--- src/rtl/dram_port_arbiter_if.sv ---
// Bundles the two requester ports and the dram_controller user port shared by the arbiter.
interface dram_port_arbiter_if #(
  parameter int unsigned ADDRW = 26,
  parameter int unsigned DATAW = 128
);
  logic             r0_read;
  logic             r0_write;
  logic [ADDRW-1:0] r0_address;
  logic [DATAW-1:0] r0_write_data;
  logic [DATAW-1:0] r0_read_data;
  logic             r0_ack;
  logic             r0_busy;

  logic             r1_read;
  logic             r1_write;
  logic [ADDRW-1:0] r1_address;
  logic [DATAW-1:0] r1_write_data;
  logic [DATAW-1:0] r1_read_data;
  logic             r1_ack;
  logic             r1_busy;

  logic             m_read;
  logic             m_write;
  logic [ADDRW-1:0] m_address;
  logic [DATAW-1:0] m_write_data;
  logic [DATAW-1:0] m_read_data;
  logic             m_ack;
  logic             m_busy;

  // Arbiter-side view
  modport slave (
    input  r0_read, r0_write, r0_address, r0_write_data,
    output r0_read_data, r0_ack, r0_busy,
    input  r1_read, r1_write, r1_address, r1_write_data,
    output r1_read_data, r1_ack, r1_busy,
    output m_read, m_write, m_address, m_write_data,
    input  m_read_data, m_ack, m_busy
  );

  // Environment-side view (requesters plus controller)
  modport master (
    output r0_read, r0_write, r0_address, r0_write_data,
    input  r0_read_data, r0_ack, r0_busy,
    output r1_read, r1_write, r1_address, r1_write_data,
    input  r1_read_data, r1_ack, r1_busy,
    input  m_read, m_write, m_address, m_write_data,
    output m_read_data, m_ack, m_busy
  );
endinterface

--- src/rtl/dram_port_arbiter.sv ---
// Round-robin arbiter sharing one dram_controller user port between two requesters,
// one transaction at a time, with a sticky watchdog for a controller that never acks.
module dram_port_arbiter #(
  parameter int unsigned ADDRW   = 26,
  parameter int unsigned DATAW   = 128,
  parameter int unsigned TIMEOUT = 65535
) (
  input  logic                i_clk,
  input  logic                i_rst_n,
  dram_port_arbiter_if.slave  bus,
  output logic [1:0]          o_grant,
  output logic                o_timeout
);

  localparam int unsigned WDW = 16;

  typedef enum logic [1:0] {IDLE, ISSUE, WAIT_ACK, RELEASE} state_e;

  state_e           state_q, state_d;
  logic             last_q, last_d;
  logic             owner_q, owner_d;
  logic             wr_q, wr_d;
  logic             rel_q, rel_d;
  logic             ack_prev_q;
  logic [ADDRW-1:0] addr_q, addr_d;
  logic [DATAW-1:0] wdata_q, wdata_d;
  logic [DATAW-1:0] rdata0_q, rdata0_d;
  logic [DATAW-1:0] rdata1_q, rdata1_d;
  logic [WDW-1:0]   wdog_q, wdog_d;
  logic             m_read_q, m_read_d;
  logic             m_write_q, m_write_d;
  logic             timeout_q, timeout_d;
  logic             busy_q, busy_d;
  logic [1:0]       grant_q, grant_d;
  logic [1:0]       ack_q, ack_d;

  logic [1:0]       req;
  logic             winner;
  logic             ack_rise;

  assign req      = {bus.r1_read | bus.r1_write, bus.r0_read | bus.r0_write};
  // On a tie the requester that did not win last time gets the port
  assign winner   = (&req) ? ~last_q : req[1];
  assign ack_rise = bus.m_ack & ~ack_prev_q;

  always_comb begin
    state_d   = state_q;
    last_d    = last_q;
    owner_d   = owner_q;
    wr_d      = wr_q;
    rel_d     = rel_q;
    addr_d    = addr_q;
    wdata_d   = wdata_q;
    rdata0_d  = rdata0_q;
    rdata1_d  = rdata1_q;
    wdog_d    = wdog_q;
    m_read_d  = m_read_q;
    m_write_d = m_write_q;
    timeout_d = timeout_q;
    grant_d   = grant_q;
    ack_d     = 2'b00;

    unique case (state_q)
      IDLE: begin
        rel_d = 1'b0;
        if (!bus.m_busy && !timeout_q && (|req)) begin
          last_d  = winner;
          owner_d = winner;
          grant_d = winner ? 2'b10 : 2'b01;
          wr_d    = winner ? bus.r1_write : bus.r0_write;
          addr_d  = winner ? bus.r1_address : bus.r0_address;
          wdata_d = winner ? bus.r1_write_data : bus.r0_write_data;
          state_d = ISSUE;
        end
      end

      ISSUE: begin
        wdog_d    = '0;
        m_write_d = wr_q;
        m_read_d  = ~wr_q;
        state_d   = WAIT_ACK;
      end

      WAIT_ACK: begin
        if (ack_rise) begin
          m_read_d  = 1'b0;
          m_write_d = 1'b0;
          if (!wr_q) begin
            if (owner_q) rdata1_d = bus.m_read_data;
            else         rdata0_d = bus.m_read_data;
          end
          ack_d   = owner_q ? 2'b10 : 2'b01;
          state_d = RELEASE;
        end else if (wdog_q == WDW'(TIMEOUT - 1)) begin
          m_read_d  = 1'b0;
          m_write_d = 1'b0;
          timeout_d = 1'b1;
          grant_d   = 2'b00;
          state_d   = IDLE;
        end else begin
          wdog_d = wdog_q + WDW'(1);
        end
      end

      RELEASE: begin
        // Owner gets one cycle to drop its level request after the ack
        rel_d = 1'b1;
        if (!bus.m_ack && (!req[owner_q] || rel_q)) begin
          grant_d = 2'b00;
          state_d = IDLE;
        end
      end

      default: state_d = IDLE;
    endcase

    busy_d = bus.m_busy | timeout_d;
  end

  always_ff @(posedge i_clk) begin
    if (!i_rst_n) begin
      state_q    <= IDLE;
      last_q     <= 1'b1;
      owner_q    <= 1'b0;
      wr_q       <= 1'b0;
      rel_q      <= 1'b0;
      ack_prev_q <= 1'b0;
      addr_q     <= '0;
      wdata_q    <= '0;
      rdata0_q   <= '0;
      rdata1_q   <= '0;
      wdog_q     <= '0;
      m_read_q   <= 1'b0;
      m_write_q  <= 1'b0;
      timeout_q  <= 1'b0;
      busy_q     <= 1'b1;
      grant_q    <= 2'b00;
      ack_q      <= 2'b00;
    end else begin
      state_q    <= state_d;
      last_q     <= last_d;
      owner_q    <= owner_d;
      wr_q       <= wr_d;
      rel_q      <= rel_d;
      ack_prev_q <= bus.m_ack;
      addr_q     <= addr_d;
      wdata_q    <= wdata_d;
      rdata0_q   <= rdata0_d;
      rdata1_q   <= rdata1_d;
      wdog_q     <= wdog_d;
      m_read_q   <= m_read_d;
      m_write_q  <= m_write_d;
      timeout_q  <= timeout_d;
      busy_q     <= busy_d;
      grant_q    <= grant_d;
      ack_q      <= ack_d;
    end
  end

  assign bus.m_read       = m_read_q;
  assign bus.m_write      = m_write_q;
  assign bus.m_address    = addr_q;
  assign bus.m_write_data = wdata_q;
  assign bus.r0_read_data = rdata0_q;
  assign bus.r1_read_data = rdata1_q;
  assign bus.r0_ack       = ack_q[0];
  assign bus.r1_ack       = ack_q[1];
  assign bus.r0_busy      = busy_q;
  assign bus.r1_busy      = busy_q;
  assign o_grant          = grant_q;
  assign o_timeout        = timeout_q;

endmodule

--- src/flat_wrapper.sv ---
// flat-port wrapper written by rule: the top's interface ports become plain ports
module dram_port_arbiter_flat 
#(
  parameter int unsigned ADDRW   = 26,
  parameter int unsigned DATAW   = 128,
  parameter int unsigned TIMEOUT = 65535
)
  (i_clk, i_rst_n, o_grant, o_timeout, bus_r0_read, bus_r0_write, bus_r0_address, bus_r0_write_data, bus_r0_read_data, bus_r0_ack, bus_r0_busy, bus_r1_read, bus_r1_write, bus_r1_address, bus_r1_write_data, bus_r1_read_data, bus_r1_ack, bus_r1_busy, bus_m_read, bus_m_write, bus_m_address, bus_m_write_data, bus_m_read_data, bus_m_ack, bus_m_busy);
  dram_port_arbiter_if #(.ADDRW(ADDRW), .DATAW(DATAW)) bus_i ();
  input  logic i_clk;
  input  logic i_rst_n;
  output logic [1:0] o_grant;
  output logic o_timeout;
  input wire logic [$bits(bus_i.r0_read)-1:0] bus_r0_read;
  input wire logic [$bits(bus_i.r0_write)-1:0] bus_r0_write;
  input wire logic [$bits(bus_i.r0_address)-1:0] bus_r0_address;
  input wire logic [$bits(bus_i.r0_write_data)-1:0] bus_r0_write_data;
  output wire logic [$bits(bus_i.r0_read_data)-1:0] bus_r0_read_data;
  output wire logic [$bits(bus_i.r0_ack)-1:0] bus_r0_ack;
  output wire logic [$bits(bus_i.r0_busy)-1:0] bus_r0_busy;
  input wire logic [$bits(bus_i.r1_read)-1:0] bus_r1_read;
  input wire logic [$bits(bus_i.r1_write)-1:0] bus_r1_write;
  input wire logic [$bits(bus_i.r1_address)-1:0] bus_r1_address;
  input wire logic [$bits(bus_i.r1_write_data)-1:0] bus_r1_write_data;
  output wire logic [$bits(bus_i.r1_read_data)-1:0] bus_r1_read_data;
  output wire logic [$bits(bus_i.r1_ack)-1:0] bus_r1_ack;
  output wire logic [$bits(bus_i.r1_busy)-1:0] bus_r1_busy;
  output wire logic [$bits(bus_i.m_read)-1:0] bus_m_read;
  output wire logic [$bits(bus_i.m_write)-1:0] bus_m_write;
  output wire logic [$bits(bus_i.m_address)-1:0] bus_m_address;
  output wire logic [$bits(bus_i.m_write_data)-1:0] bus_m_write_data;
  input wire logic [$bits(bus_i.m_read_data)-1:0] bus_m_read_data;
  input wire logic [$bits(bus_i.m_ack)-1:0] bus_m_ack;
  input wire logic [$bits(bus_i.m_busy)-1:0] bus_m_busy;
  assign bus_i.r0_read = bus_r0_read;
  assign bus_i.r0_write = bus_r0_write;
  assign bus_i.r0_address = bus_r0_address;
  assign bus_i.r0_write_data = bus_r0_write_data;
  assign bus_r0_read_data = bus_i.r0_read_data;
  assign bus_r0_ack = bus_i.r0_ack;
  assign bus_r0_busy = bus_i.r0_busy;
  assign bus_i.r1_read = bus_r1_read;
  assign bus_i.r1_write = bus_r1_write;
  assign bus_i.r1_address = bus_r1_address;
  assign bus_i.r1_write_data = bus_r1_write_data;
  assign bus_r1_read_data = bus_i.r1_read_data;
  assign bus_r1_ack = bus_i.r1_ack;
  assign bus_r1_busy = bus_i.r1_busy;
  assign bus_m_read = bus_i.m_read;
  assign bus_m_write = bus_i.m_write;
  assign bus_m_address = bus_i.m_address;
  assign bus_m_write_data = bus_i.m_write_data;
  assign bus_i.m_read_data = bus_m_read_data;
  assign bus_i.m_ack = bus_m_ack;
  assign bus_i.m_busy = bus_m_busy;
  dram_port_arbiter #(.ADDRW(ADDRW), .DATAW(DATAW), .TIMEOUT(TIMEOUT)) u_core (.i_clk(i_clk), .i_rst_n(i_rst_n), .bus(bus_i), .o_grant(o_grant), .o_timeout(o_timeout));
endmodule
--- config.mk ---
export PLATFORM = sky130hd
export DESIGN_NAME = dram_port_arbiter_flat
export DESIGN_NICKNAME = d
export VERILOG_FILES = /design/src/rtl/dram_port_arbiter_if.sv /design/src/rtl/dram_port_arbiter.sv /design/src/flat_wrapper.sv
export SDC_FILE = /design/constraint.sdc
export NUM_CORES = 1
export LEC_CHECK = 0
export CORE_AREA = 2 2 333 335
export DETAILED_ROUTE_END_ITERATION = 6
export DIE_AREA = 0 0 335 337
export HOLD_SLACK_MARGIN = 0.02
export PLACE_DENSITY = 0.5
export RECOVER_POWER = 50
export SLEW_MARGIN = 20
export SYNTH_ARGS = -nofsm -noshare
export SYNTH_HDL_FRONTEND = slang
export SYNTH_SLANG_ARGS = --single-unit
--- constraint.sdc ---
create_clock -name i_clk -period 3.9 [get_ports i_clk]
set_input_delay 0.39 -clock i_clk [delete_from_list [all_inputs] [get_ports i_clk]]
set_output_delay 0.39 -clock i_clk [all_outputs]
set_load 0.1 [all_outputs]
After elaboration in Yosys (flattened, before gate mapping):

Cells that the tools add are included.

* add/subtract/negate cells: 1
* $lt $le $gt $ge: 1
* bitwise operators: 8
* shift operators: 0
* equality and inequality tests: 10
* reduce and logical (&&, ||, !) cells: 22
* $mul: 0
* muxes and demuxes: 27
* div/mod/pow operators: 0

Operators with widths (count)
* 128-bit 2-to-1 mux: 1
* 16-bit 2-to-1 mux: 2
* 16-bit case mux with 2 select lines: 1
* 26-bit 2-to-1 mux: 1
* 16-bit by 1-bit adder with 16-bit output (second input constant): 1
* 16-bit == test (second input constant): 1
* 2-bit 2-to-1 mux: 8
* 1-bit 2-to-1 mux: 9
* 3-bit AND reduction: 3
* 2-bit case mux with 4 select lines: 1
* 4-bit AND reduction: 2
* 2-bit by 1-bit != test with 1-bit output (second input constant): 3
* 1-bit case mux with 2 select lines: 3
* 2-bit case mux with 3 select lines: 1
* 2-bit AND reduction: 3
* 5-bit AND reduction: 1
* 2-bit == test (second input constant): 2
* 1-bit logical NOT: 4
* 2-bit != test (second input constant): 2
* 1-bit inverter: 4
* 2-bit nonzero test: 2
* 1-bit logical AND: 3
* 3-bit by 1-bit != test with 1-bit output (second input constant): 1
* 1-bit OR: 3
* other kinds (7): 7

* memory bits (read-only): 0
* word-level logic and storage cells: 86
* bits in writable memories: 0
* output and inout bits: 419
* bits in latches: 0
* input port bits: 444
* bits in registers: 441
* memories: 0

Depth between registers and ports, before layout:

Gate-level depths: netlist of the first run.

* depth in word-level cells: 8
* mapped depth: 9
* gate-level depth less buffers: 7

Worst setup path before layout of the first run:

Ideal clock, no wire load.

* path kind: register -> register
* start point: reg u_core.timeout_q (netlist: u_core.o_timeout)
* end point: reg u_core.wdata_q[100] (netlist: u_core.bus.m_write_data[100])
* slack: 1.734 ns
* buffers on the path: 3
* required time: 3.754 ns
* cell stages (with the launch flop): 8
* clock period less this slack: 2.166 ns
* setup time: 0.146 ns
* data arrival time: 2.020 ns
* cell sequence: dfxtp_1 -> nor2_1 -> and3_1 -> clkbuf_1 -> clkbuf_1 -> clkbuf_1 -> nor2_1 -> a211oi_2

* longest elaborated chain between the ends: 4

RTL lines
* start: declaration: RTL line dram_port_arbiter.sv:32 `logic timeout_q, timeout_d;`
* start signal: assignment: RTL line dram_port_arbiter.sv:153 `timeout_q <= timeout_d;`
* 1-bit logical NOT: RTL line dram_port_arbiter.sv:66 `if (!bus.m_busy && !timeout_q && (|req)) begin`
* 1-bit logical AND (2 in series): RTL line dram_port_arbiter.sv:66
* 2-bit AND reduction (no line)
* end signal: assignment: RTL line dram_port_arbiter.sv:147 `wdata_q <= wdata_d;`
* end: declaration: RTL line dram_port_arbiter.sv:26 `logic [DATAW-1:0] wdata_q, wdata_d;`

No other way between the ends.
A chain may end at the register's enable or synchronous reset.

Worst setup path in the final report of the first run:

* start point: reg u_core.state_q[0]
* end point: reg u_core.wdata_q[50] (netlist: u_core.bus.m_write_data[50])

* longest elaborated chain between the ends: 2

RTL lines
* start: declaration: RTL line dram_port_arbiter.sv:19 `state_e state_q, state_d;`
* start signal: assignment: RTL line dram_port_arbiter.sv:140 `state_q <= state_d;`
* 2-bit logical NOT: RTL line dram_port_arbiter.sv:63 `unique case (state_q)`
* 2-bit AND reduction (no line)

No other way between the ends.

==> flow_results.xml, run 1 <==
<?xml version="1.0" encoding="UTF-8"?>
<metrics>
  <group name="setup_path">
    <metric name="crit_path_max_fanout" unit="">61</metric>
    <metric name="critical-path-max-stage-delay" unit="ns">1.22</metric>
    <metric name="rr_startpoint" unit="">u_core.state_q[0]</metric>
    <metric name="critical_path.reg2reg.endpoint" unit="">u_core.bus.m_write_data[50]</metric>
    <metric name="cp-end-kind" unit="">register</metric>
    <metric name="path_delay_family" unit="">simple AND/OR/NAND/NOR gates</metric>
    <metric name="regToRegSetupSlack" unit="ns">0.90</metric>
    <metric name="critical_path_required" unit="ns">4.45</metric>
    <metric name="reg2regPathDepth" unit="">6</metric>
    <metric name="cpMaxStageDelayCell" unit="">sky130_fd_sc_hd__and3_2</metric>
    <metric name="cp_cell_sequence" unit="">inv_1 &gt; ha_1 &gt; and3_2 &gt; clkbuf_1 &gt; nor2_1 &gt; a211oi_1</metric>
    <metric name="criticalPathCategory" unit="">reg2reg</metric>
    <metric name="path_buf_inv" unit="">2</metric>
    <metric name="critical_path.startpoint_type" unit="">register</metric>
    <metric name="critPathArrivalTime" unit="ns">3.54</metric>
  </group>
  <group name="clock_network">
    <metric name="cts_tree" unit="">built</metric>
    <metric name="cts.clk_slew.worst_paths" unit="ns">0.06</metric>
    <metric name="cts-root-buf" unit="">sky130_fd_sc_hd__clkbuf_16</metric>
    <metric name="post_cts_resize_count" unit="">0</metric>
    <metric name="cts_sinks" unit="">441</metric>
    <metric name="cts_setup_buffers" unit="">0</metric>
    <metric name="cts_max_path_buffers" unit="">3</metric>
    <metric name="hold_buffers" unit="">0</metric>
    <metric name="worstSkewPairLatency" unit="ns">0.64</metric>
    <metric name="clock_tree.htree_level_count" unit="">2</metric>
    <metric name="numCtsBuffers" unit="">55</metric>
  </group>
  <group name="power_and_ir_drop">
    <metric name="power_density" unit="nW/um^2">587</metric>
    <metric name="static_leakage" unit="uW">0.0101</metric>
    <metric name="peakVddDrop" unit="V">0.000323</metric>
  </group>
  <group name="timing">
    <metric name="finClkSkew" unit="ns">0.0304</metric>
    <metric name="finalHoldWorstSlack" unit="ns">0.329</metric>
    <metric name="finalCritPeriodShare" unit="%">76.8</metric>
    <metric name="rsz0062_at_grt" unit="">no</metric>
    <metric name="timing.final.hold_violations" unit="">0</metric>
    <metric name="final_setup_violation_count" unit="">0</metric>
    <metric name="max_freq" unit="MHz">334</metric>
    <metric name="setup-tns-final" unit="ns">0</metric>
    <metric name="timing_worst_slew_pin_value" unit="ns">1.54</metric>
    <metric name="final_critical_path_setup_slack" unit="ns">0.904</metric>
    <metric name="relSlewSlack" unit="%">-2.33</metric>
    <metric name="report.final.slew_viol_count" unit="">62</metric>
    <metric name="period_needed" unit="ns">3.00</metric>
  </group>
  <group name="global_route">
    <metric name="grt.overflow.total" unit="">0</metric>
    <metric name="grt.total_usage" unit="%">15.0</metric>
    <metric name="vias_in_the_first_global_route" unit="">16300</metric>
    <metric name="antenna_found_initial" unit="">41</metric>
    <metric name="largest_net_degree_at_the_start_of_global_routing" unit="">129</metric>
    <metric name="grt_pass1_wl" unit="um">122000</metric>
  </group>
  <group name="synthesis">
    <metric name="synthAdderAreaFrac" unit="%">0.502</metric>
    <metric name="synthDominantAreaCellType" unit="">sky130_fd_sc_hd__dfxtp_1</metric>
    <metric name="average_cell_area_after_synthesis" unit="sq um">8.81</metric>
    <metric name="netlist.area_leader.share" unit="%">50.6</metric>
    <metric name="mapped_nets" unit="">2431</metric>
    <metric name="main_combinational_cell_family_by_area_after_synthesis" unit="">compound AO/OA/AOI/OAI gates</metric>
    <metric name="synth-async-reset-ratio" unit="%">0</metric>
    <metric name="synth_simple_gate_area_share" unit="%">17.2</metric>
    <metric name="ys_types" unit="">43</metric>
    <metric name="post_synth_inst_count" unit="">1980</metric>
    <metric name="synth_mux_area_share" unit="%">9.14</metric>
    <metric name="yosys_register_bits" unit="">441</metric>
    <metric name="netlist_area" unit="sq um">17400</metric>
    <metric name="synth-seq-area-share" unit="%">50.6</metric>
    <metric name="synth.top_cells.by_area" unit="">sky130_fd_sc_hd__dfxtp_1, sky130_fd_sc_hd__nand2_1, sky130_fd_sc_hd__mux2i_1</metric>
    <metric name="synth-edff-count" unit="">0</metric>
    <metric name="compound_cell_area_share_of_the_yosys_netlist" unit="%">17.6</metric>
    <metric name="synth_xor_area_share" unit="%">0.653</metric>
    <metric name="yosys_most_used_dff" unit="">sky130_fd_sc_hd__dfxtp_1</metric>
    <metric name="ys.warnings.count" unit="">0</metric>
  </group>
  <group name="layout">
    <metric name="mostFrequentLayoutCells" unit="">sky130_fd_sc_hd__clkdlybuf4s50_1, sky130_fd_sc_hd__nand2_1, sky130_fd_sc_hd__dfxtp_1</metric>
    <metric name="fin_area" unit="sq um">29400</metric>
    <metric name="leading_cell_type_in_the_layout_fill_and_taps_excluded" unit="">sky130_fd_sc_hd__clkdlybuf4s50_1</metric>
    <metric name="layout-area-overhead-vs-synth" unit="%">68.4</metric>
    <metric name="net_count_final" unit="">3231</metric>
    <metric name="stdcell_count" unit="">4269</metric>
    <metric name="fillCellCount" unit="">11800</metric>
    <metric name="layout-drive-gt1-share" unit="%">7.50</metric>
  </group>
  <group name="floorplanning">
    <metric name="floorplan.initialDensity" unit="%">15.9</metric>
    <metric name="die_x" unit="um">335</metric>
    <metric name="die_height" unit="um">337</metric>
    <metric name="floorplan.rows" unit="">122</metric>
    <metric name="coreArea" unit="sq um">110000</metric>
    <metric name="floorplan.io_pins" unit="">863</metric>
    <metric name="die_area" unit="sq um">113000</metric>
  </group>
  <group name="place">
    <metric name="detailedPlace.worstSlack" unit="ns">1.07</metric>
    <metric name="place.detailed.hpwl" unit="um">69300</metric>
    <metric name="port_buffers" unit="">862</metric>
    <metric name="placed_cells_incl_taps" unit="">4149</metric>
    <metric name="routability_congestion_estimate_from_global_placement" unit="">0.826</metric>
    <metric name="post_dp_cell_area" unit="sq um">27700</metric>
  </group>
  <group name="job">
    <metric name="max_cap_viol_count" unit="">8</metric>
  </group>
  <group name="run_status">
    <metric name="result_of_the_run" unit="">finished, violations left</metric>
    <metric name="violations" unit="">max-capacitance violations, max-slew violations</metric>
  </group>
  <group name="route">
    <metric name="postRouteWirelength" unit="um">89300</metric>
    <metric name="dr_wl_met3" unit="um">7700</metric>
    <metric name="wl_met2" unit="um">43100</metric>
    <metric name="route.vias.total" unit="">16900</metric>
    <metric name="route.antenna.remaining_nets" unit="">0</metric>
    <metric name="post_drt_via_cell_ratio" unit="">3.96</metric>
    <metric name="drt-initial-drc-count" unit="">687</metric>
    <metric name="drc" unit="">0</metric>
    <metric name="dr.pass1.iters" unit="">5</metric>
    <metric name="top_metal_used" unit="">met5</metric>
    <metric name="wirelength_met1" unit="um">35700</metric>
    <metric name="wl_per_cell" unit="um">20.9</metric>
  </group>
  <group name="worst_hold_path">
    <metric name="min_from" unit="">bus_m_read_data[124]</metric>
    <metric name="hold_path_depth" unit="">3</metric>
    <metric name="hold-path-endpoint" unit="">u_core.bus.r1_read_data[124]</metric>
    <metric name="hold_path.class" unit="">in2reg</metric>
  </group>
</metrics>
==> worst max-delay path by stage <==
| stage | startpoint | endpoint | slack [ns] | depth (start not counted) |
|---|---|---|---|---|
| 2_1_floorplan | u_core.o_timeout | u_core.bus.m_write_data[100] | 1.73 | 7 |
| 6_report | u_core.state_q[0] | u_core.bus.m_write_data[50] | 0.90 | 6 |
| 3_3_place_gp | bus_r1_read | u_core.bus.m_write_data[1] | 1.13 | 6 |
| 5_1_grt | u_core.state_q[0] | u_core.bus.m_write_data[50] | 0.57 | 6 |
| 4_1_cts | u_core.bus.m_write_data[93] | bus_m_write_data[93] | 1.13 | 1 |
| 3_5_place_dp | bus_r1_read | u_core.bus.m_write_data[2] | 1.07 | 6 |
==> layer usage <==
layer,vias to the layer above,global-route usage [%]
met1,7820,17.4
met5,-,0
met4,18,5.73
met3,155,5.36
met2,593,25.3
li1,8337,-
==> tightest hold or removal path, stage by stage <==
cell and delay (ns):
sky130_fd_sc_hd__clkdlybuf4s50_1 0.41, sky130_fd_sc_hd__nand2_1 0.06, sky130_fd_sc_hd__a21oi_1 0.05
==> area by class of cell <==
cell class / count / area, sq um / share of cell area, %
timing repair buffer: 902 / 9060 / 30.8
sequential: 441 / 8830 / 30.1
multi-input combinational: 1368 / 7710 / 26.2
tap: 1426 / 1780 / 6.07
clock buffer: 82 / 1660 / 5.65
clock inverter: 21 / 239 / 0.813
inverter: 12 / 52.6 / 0.179
antenna: 17 / 42.5 / 0.145
==> logic make-up after synthesis <==
| logic type | Yosys count |
|---|---|
| flops | 441 |
| simple gates | 760 |
| buf+inv | 171 |
| xor+xnor | 13 |
| fa+ha+maj | 7 |
| mux | 159 |
| compound gates | 429 |
==> flip-flops by register name (all words and copies together) (netlist names) <==
signal and flops:
u_core.bus.m_write_data 128, u_core.bus.r0_read_data 128, u_core.bus.r1_read_data 128, u_core.bus.m_address 26
u_core.wdog_q 16, u_core.ack_q 2, u_core.o_grant 2, u_core.state_q 2
u_core.ack_prev_q 1, u_core.bus.m_read 1, u_core.bus.m_write 1, u_core.bus.r0_busy 1
u_core.last_q 1, u_core.o_timeout 1, u_core.owner_q 1, u_core.rel_q 1
u_core.wr_q 1
==> metrics by stage <==
step | total power (uW) | util, %
2_1_floorplan | 10100 | -
3_3_place_gp | 12100 | 25.3
3_5_place_dp | 12200 | 25.3
4_1_cts | 17600 | 27.0
5_1_grt | 17900 | 26.8
6_report | 17200 | 26.8
==> Yosys cell counts (3+ instances only) <==
master and instances:
sky130_fd_sc_hd__nand2_1 533, sky130_fd_sc_hd__dfxtp_1 441, sky130_fd_sc_hd__a21oi_1 263, sky130_fd_sc_hd__nor2_1 178
sky130_fd_sc_hd__mux2i_1 157, sky130_fd_sc_hd__clkbuf_1 122, sky130_fd_sc_hd__a211oi_2 100, sky130_fd_sc_hd__a211oi_1 54
sky130_fd_sc_hd__buf_2 22, sky130_fd_sc_hd__xnor2_1 13, sky130_fd_sc_hd__buf_6 12, sky130_fd_sc_hd__inv_1 11
sky130_fd_sc_hd__nor3_1 11, sky130_fd_sc_hd__nand3_1 8, sky130_fd_sc_hd__ha_1 7, sky130_fd_sc_hd__nand4_1 7
sky130_fd_sc_hd__nor4_1 5, sky130_fd_sc_hd__nand3b_1 3, sky130_fd_sc_hd__o21ai_0 3
==> where the power goes <==
part	leakage [uW]	internal, uW	switching, uW	total [uW]
sequential	0.00359	4970	274	5250
combinational	0.00558	1810	4850	6670
clock	0.000945	3150	2180	5330
Power figures use the tool's default switching activity.
==> run 2: changes to the inputs <==
- CORE_AREA: 2 2 333 335 -> 2 2 335 337
- DIE_AREA: 0 0 335 337 -> 0 0 337 339
- PLACE_DENSITY: 0.5 -> 0.49
- clock period: 3.9 -> 3.13 ns (I/O delays scaled with it)
==> run 2 against run 1 <==
The run now ends clean. Largest cell class is now flip-flops and latches. Final cell count up 1.7%. Global-route usage rose by 0.077 points. Non-clock buffer count up 30. Flip-flop and latch count unchanged. Combinational power up 22%. Clock skew down 0.0077 ns. Via count increased by 1.2%. Highest routed layer unchanged.
==> flow_results.xml, run 2 (same netlist as run 1, synthesis figures left out) <==
<?xml version="1.0" encoding="UTF-8"?>
<metrics>
  <group name="layout">
    <metric name="area.sequential" unit="sq um">8830</metric>
    <metric name="net_count_final" unit="">3260</metric>
    <metric name="fillCellCount" unit="">12100</metric>
    <metric name="layout-drive-gt1-share" unit="%">8.63</metric>
    <metric name="multiInputGateArea" unit="sq um">7780</metric>
    <metric name="layout-area-overhead-vs-synth" unit="%">64.4</metric>
    <metric name="mostFrequentLayoutCells" unit="">sky130_fd_sc_hd__clkdlybuf4s50_1, sky130_fd_sc_hd__nand2_1, sky130_fd_sc_hd__dfxtp_1</metric>
    <metric name="leading_cell_type_in_the_layout_fill_and_taps_excluded" unit="">sky130_fd_sc_hd__clkdlybuf4s50_1</metric>
  </group>
  <group name="timing">
    <metric name="timing.final.hold_violations" unit="">0</metric>
    <metric name="max_freq" unit="MHz">383</metric>
    <metric name="final_critical_path_setup_slack" unit="ns">0.519</metric>
    <metric name="finalCritPeriodShare" unit="%">83.4</metric>
    <metric name="rsz0062_at_grt" unit="">no</metric>
    <metric name="relSlewSlack" unit="%">1.37</metric>
    <metric name="period_needed" unit="ns">2.61</metric>
    <metric name="final_setup_violation_count" unit="">0</metric>
    <metric name="report.final.slew_viol_count" unit="">0</metric>
    <metric name="finClkSkew" unit="ns">0.0227</metric>
    <metric name="setup-tns-final" unit="ns">0</metric>
    <metric name="timing_worst_slew_pin_value" unit="ns">1.49</metric>
  </group>
  <group name="clock_network">
    <metric name="cts_setup_buffers" unit="">0</metric>
    <metric name="hold_buffers" unit="">0</metric>
    <metric name="cts_sinks" unit="">441</metric>
    <metric name="cts.clk_slew.worst_paths" unit="ns">0.06</metric>
    <metric name="numCtsBuffers" unit="">54</metric>
    <metric name="post_cts_resize_count" unit="">0</metric>
    <metric name="cts_max_path_buffers" unit="">3</metric>
    <metric name="worstSkewPairLatency" unit="ns">0.64</metric>
    <metric name="cts_tree" unit="">built</metric>
    <metric name="cts-root-buf" unit="">sky130_fd_sc_hd__clkbuf_16</metric>
    <metric name="clock_tree.htree_level_count" unit="">2</metric>
  </group>
  <group name="floorplanning">
    <metric name="floorplan.initialDensity" unit="%">15.8</metric>
    <metric name="coreArea" unit="sq um">110000</metric>
    <metric name="die_x" unit="um">337</metric>
    <metric name="floorplan.rows" unit="">122</metric>
    <metric name="die_height" unit="um">339</metric>
    <metric name="floorplan.io_pins" unit="">863</metric>
    <metric name="die_area" unit="sq um">114000</metric>
  </group>
  <group name="setup_path">
    <metric name="critical_path.startpoint_type" unit="">register</metric>
    <metric name="regToRegSetupSlack" unit="ns">0.52</metric>
    <metric name="cp-endpoint" unit="">u_core.bus.r0_read_data[73]</metric>
    <metric name="rr_startpoint" unit="">u_core.state_q[0]</metric>
    <metric name="crit_path_max_fanout" unit="">28</metric>
    <metric name="reg2regPathDepth" unit="">8</metric>
    <metric name="criticalPathCategory" unit="">reg2reg</metric>
    <metric name="cp-end-kind" unit="">register</metric>
    <metric name="critical_path_required" unit="ns">3.60</metric>
    <metric name="critPathArrivalTime" unit="ns">3.08</metric>
    <metric name="cp-startpoint" unit="">u_core.state_q[0]</metric>
    <metric name="critical_path.reg2reg.endpoint" unit="">u_core.bus.r0_read_data[73]</metric>
  </group>
  <group name="worst_hold_path">
    <metric name="hold_path.class" unit="">in2reg</metric>
  </group>
  <group name="run_status">
    <metric name="result_of_the_run" unit="">finished clean</metric>
  </group>
  <group name="global_route">
    <metric name="grt_pass1_wl" unit="um">125000</metric>
    <metric name="largest_net_degree_at_the_start_of_global_routing" unit="">82</metric>
    <metric name="vias_in_the_first_global_route" unit="">16900</metric>
    <metric name="antenna_found_initial" unit="">36</metric>
    <metric name="grt.total_usage" unit="%">15.1</metric>
    <metric name="grt.overflow.total" unit="">0</metric>
  </group>
  <group name="route">
    <metric name="wl_per_cell" unit="um">20.9</metric>
    <metric name="drc" unit="">0</metric>
    <metric name="postRouteWirelength" unit="um">90800</metric>
    <metric name="route.antenna.remaining_nets" unit="">0</metric>
    <metric name="drt-initial-drc-count" unit="">743</metric>
    <metric name="dr.pass1.iters" unit="">5</metric>
    <metric name="post_drt_via_cell_ratio" unit="">3.95</metric>
    <metric name="route.vias.total" unit="">17100</metric>
  </group>
  <group name="place">
    <metric name="routability_congestion_estimate_from_global_placement" unit="">0.845</metric>
    <metric name="port_buffers" unit="">862</metric>
    <metric name="detailedPlace.worstSlack" unit="ns">0.504</metric>
    <metric name="place.detailed.hpwl" unit="um">72300</metric>
  </group>
  <group name="power_and_ir_drop">
    <metric name="static_leakage" unit="uW">0.00975</metric>
    <metric name="peakVddDrop" unit="V">0.000364</metric>
    <metric name="power_density" unit="nW/um^2">738</metric>
  </group>
  <group name="job">
    <metric name="max_cap_viol_count" unit="">0</metric>
  </group>
</metrics>
## run 2: changes by cell type in the layout (fill, tap and decap cells not counted), sizes merged
cell and delta:
buf +24, clkbuf +160, clkdlybuf4s50 -116, clkinv -5, clkinvlp +3, diode -14
dlygate4sd3 -42
## run 2: worst max-delay path, cell delays in order, from the launching register on
cell and delay (ns):
sky130_fd_sc_hd__dfxtp_1 0.35, sky130_fd_sc_hd__inv_1 0.12, sky130_fd_sc_hd__ha_1 0.30, sky130_fd_sc_hd__nand3b_1 0.34
sky130_fd_sc_hd__nor2_1 0.41, sky130_fd_sc_hd__nand2_4 0.09, sky130_fd_sc_hd__clkbuf_2 0.51, sky130_fd_sc_hd__nand2_1 0.22
sky130_fd_sc_hd__a21oi_1 0.08
## run 2: worst min-delay path by stage
stage	endpoint	from	cells after the start	slack, ns
global route	u_core.bus.r1_read_data[62]	bus_m_read_data[62]	3	0.21
global placement	u_core.bus.r0_read_data[31]	u_core.bus.r0_read_data[31]	2	0.44
detailed placement	u_core.bus.r0_read_data[109]	u_core.bus.r0_read_data[109]	2	0.45
finish	u_core.bus.r0_read_data[123]	bus_m_read_data[123]	3	0.25
floorplan	u_core.ack_prev_q	bus_m_ack	2	0.45
CTS	u_core.bus.r1_read_data[62]	bus_m_read_data[62]	3	0.19
## run 2: metal layers
metal  track usage (%)  up-vias  wire (um)
met5                 0        -        121
met4              3.90       18       2370
met3              5.50      163       8110
met2              26.8      650      44500
met1              16.8     7937      35700
li1                  -     8363          -
## run 2: layout make-up
type / instances / area share (%)
Timing Repair Buffer: 932 / 28.9
Tap cell: 1488 / 6.49
Sequential cell: 441 / 30.8
Multi-Input combinational cell: 1368 / 27.1
Antenna cell: 3 / 0.0262
Clock buffer: 78 / 5.62
Clock inverter: 19 / 0.803
Inverter: 12 / 0.183
## run 2: power breakdown
part / internal [uW] / switching [uW] / leakage [uW]
clock: 3830 / 2680 / 0.000905
sequential: 6200 / 329 / 0.00359
combinational: 2030 / 6100 / 0.00525
## run 2: through the flow
| stage | area [sq um] | utilization, % | instances | total power, uW | hold WS [ns] |
|---|---|---|---|---|---|
| floorplan | 17400 | - | 1980 | 12600 | 0.447 |
| global route | 28700 | 26.0 | 4340 | 22000 | 0.213 |
| finish | 28700 | 26.0 | 4341 | 21200 | 0.254 |
| CTS | 29500 | 26.7 | 4338 | 21800 | 0.188 |
| global placement | 27600 | 25.0 | 4241 | 15100 | 0.441 |
| detailed placement | 27600 | 25.0 | 4241 | 15100 | 0.446 |
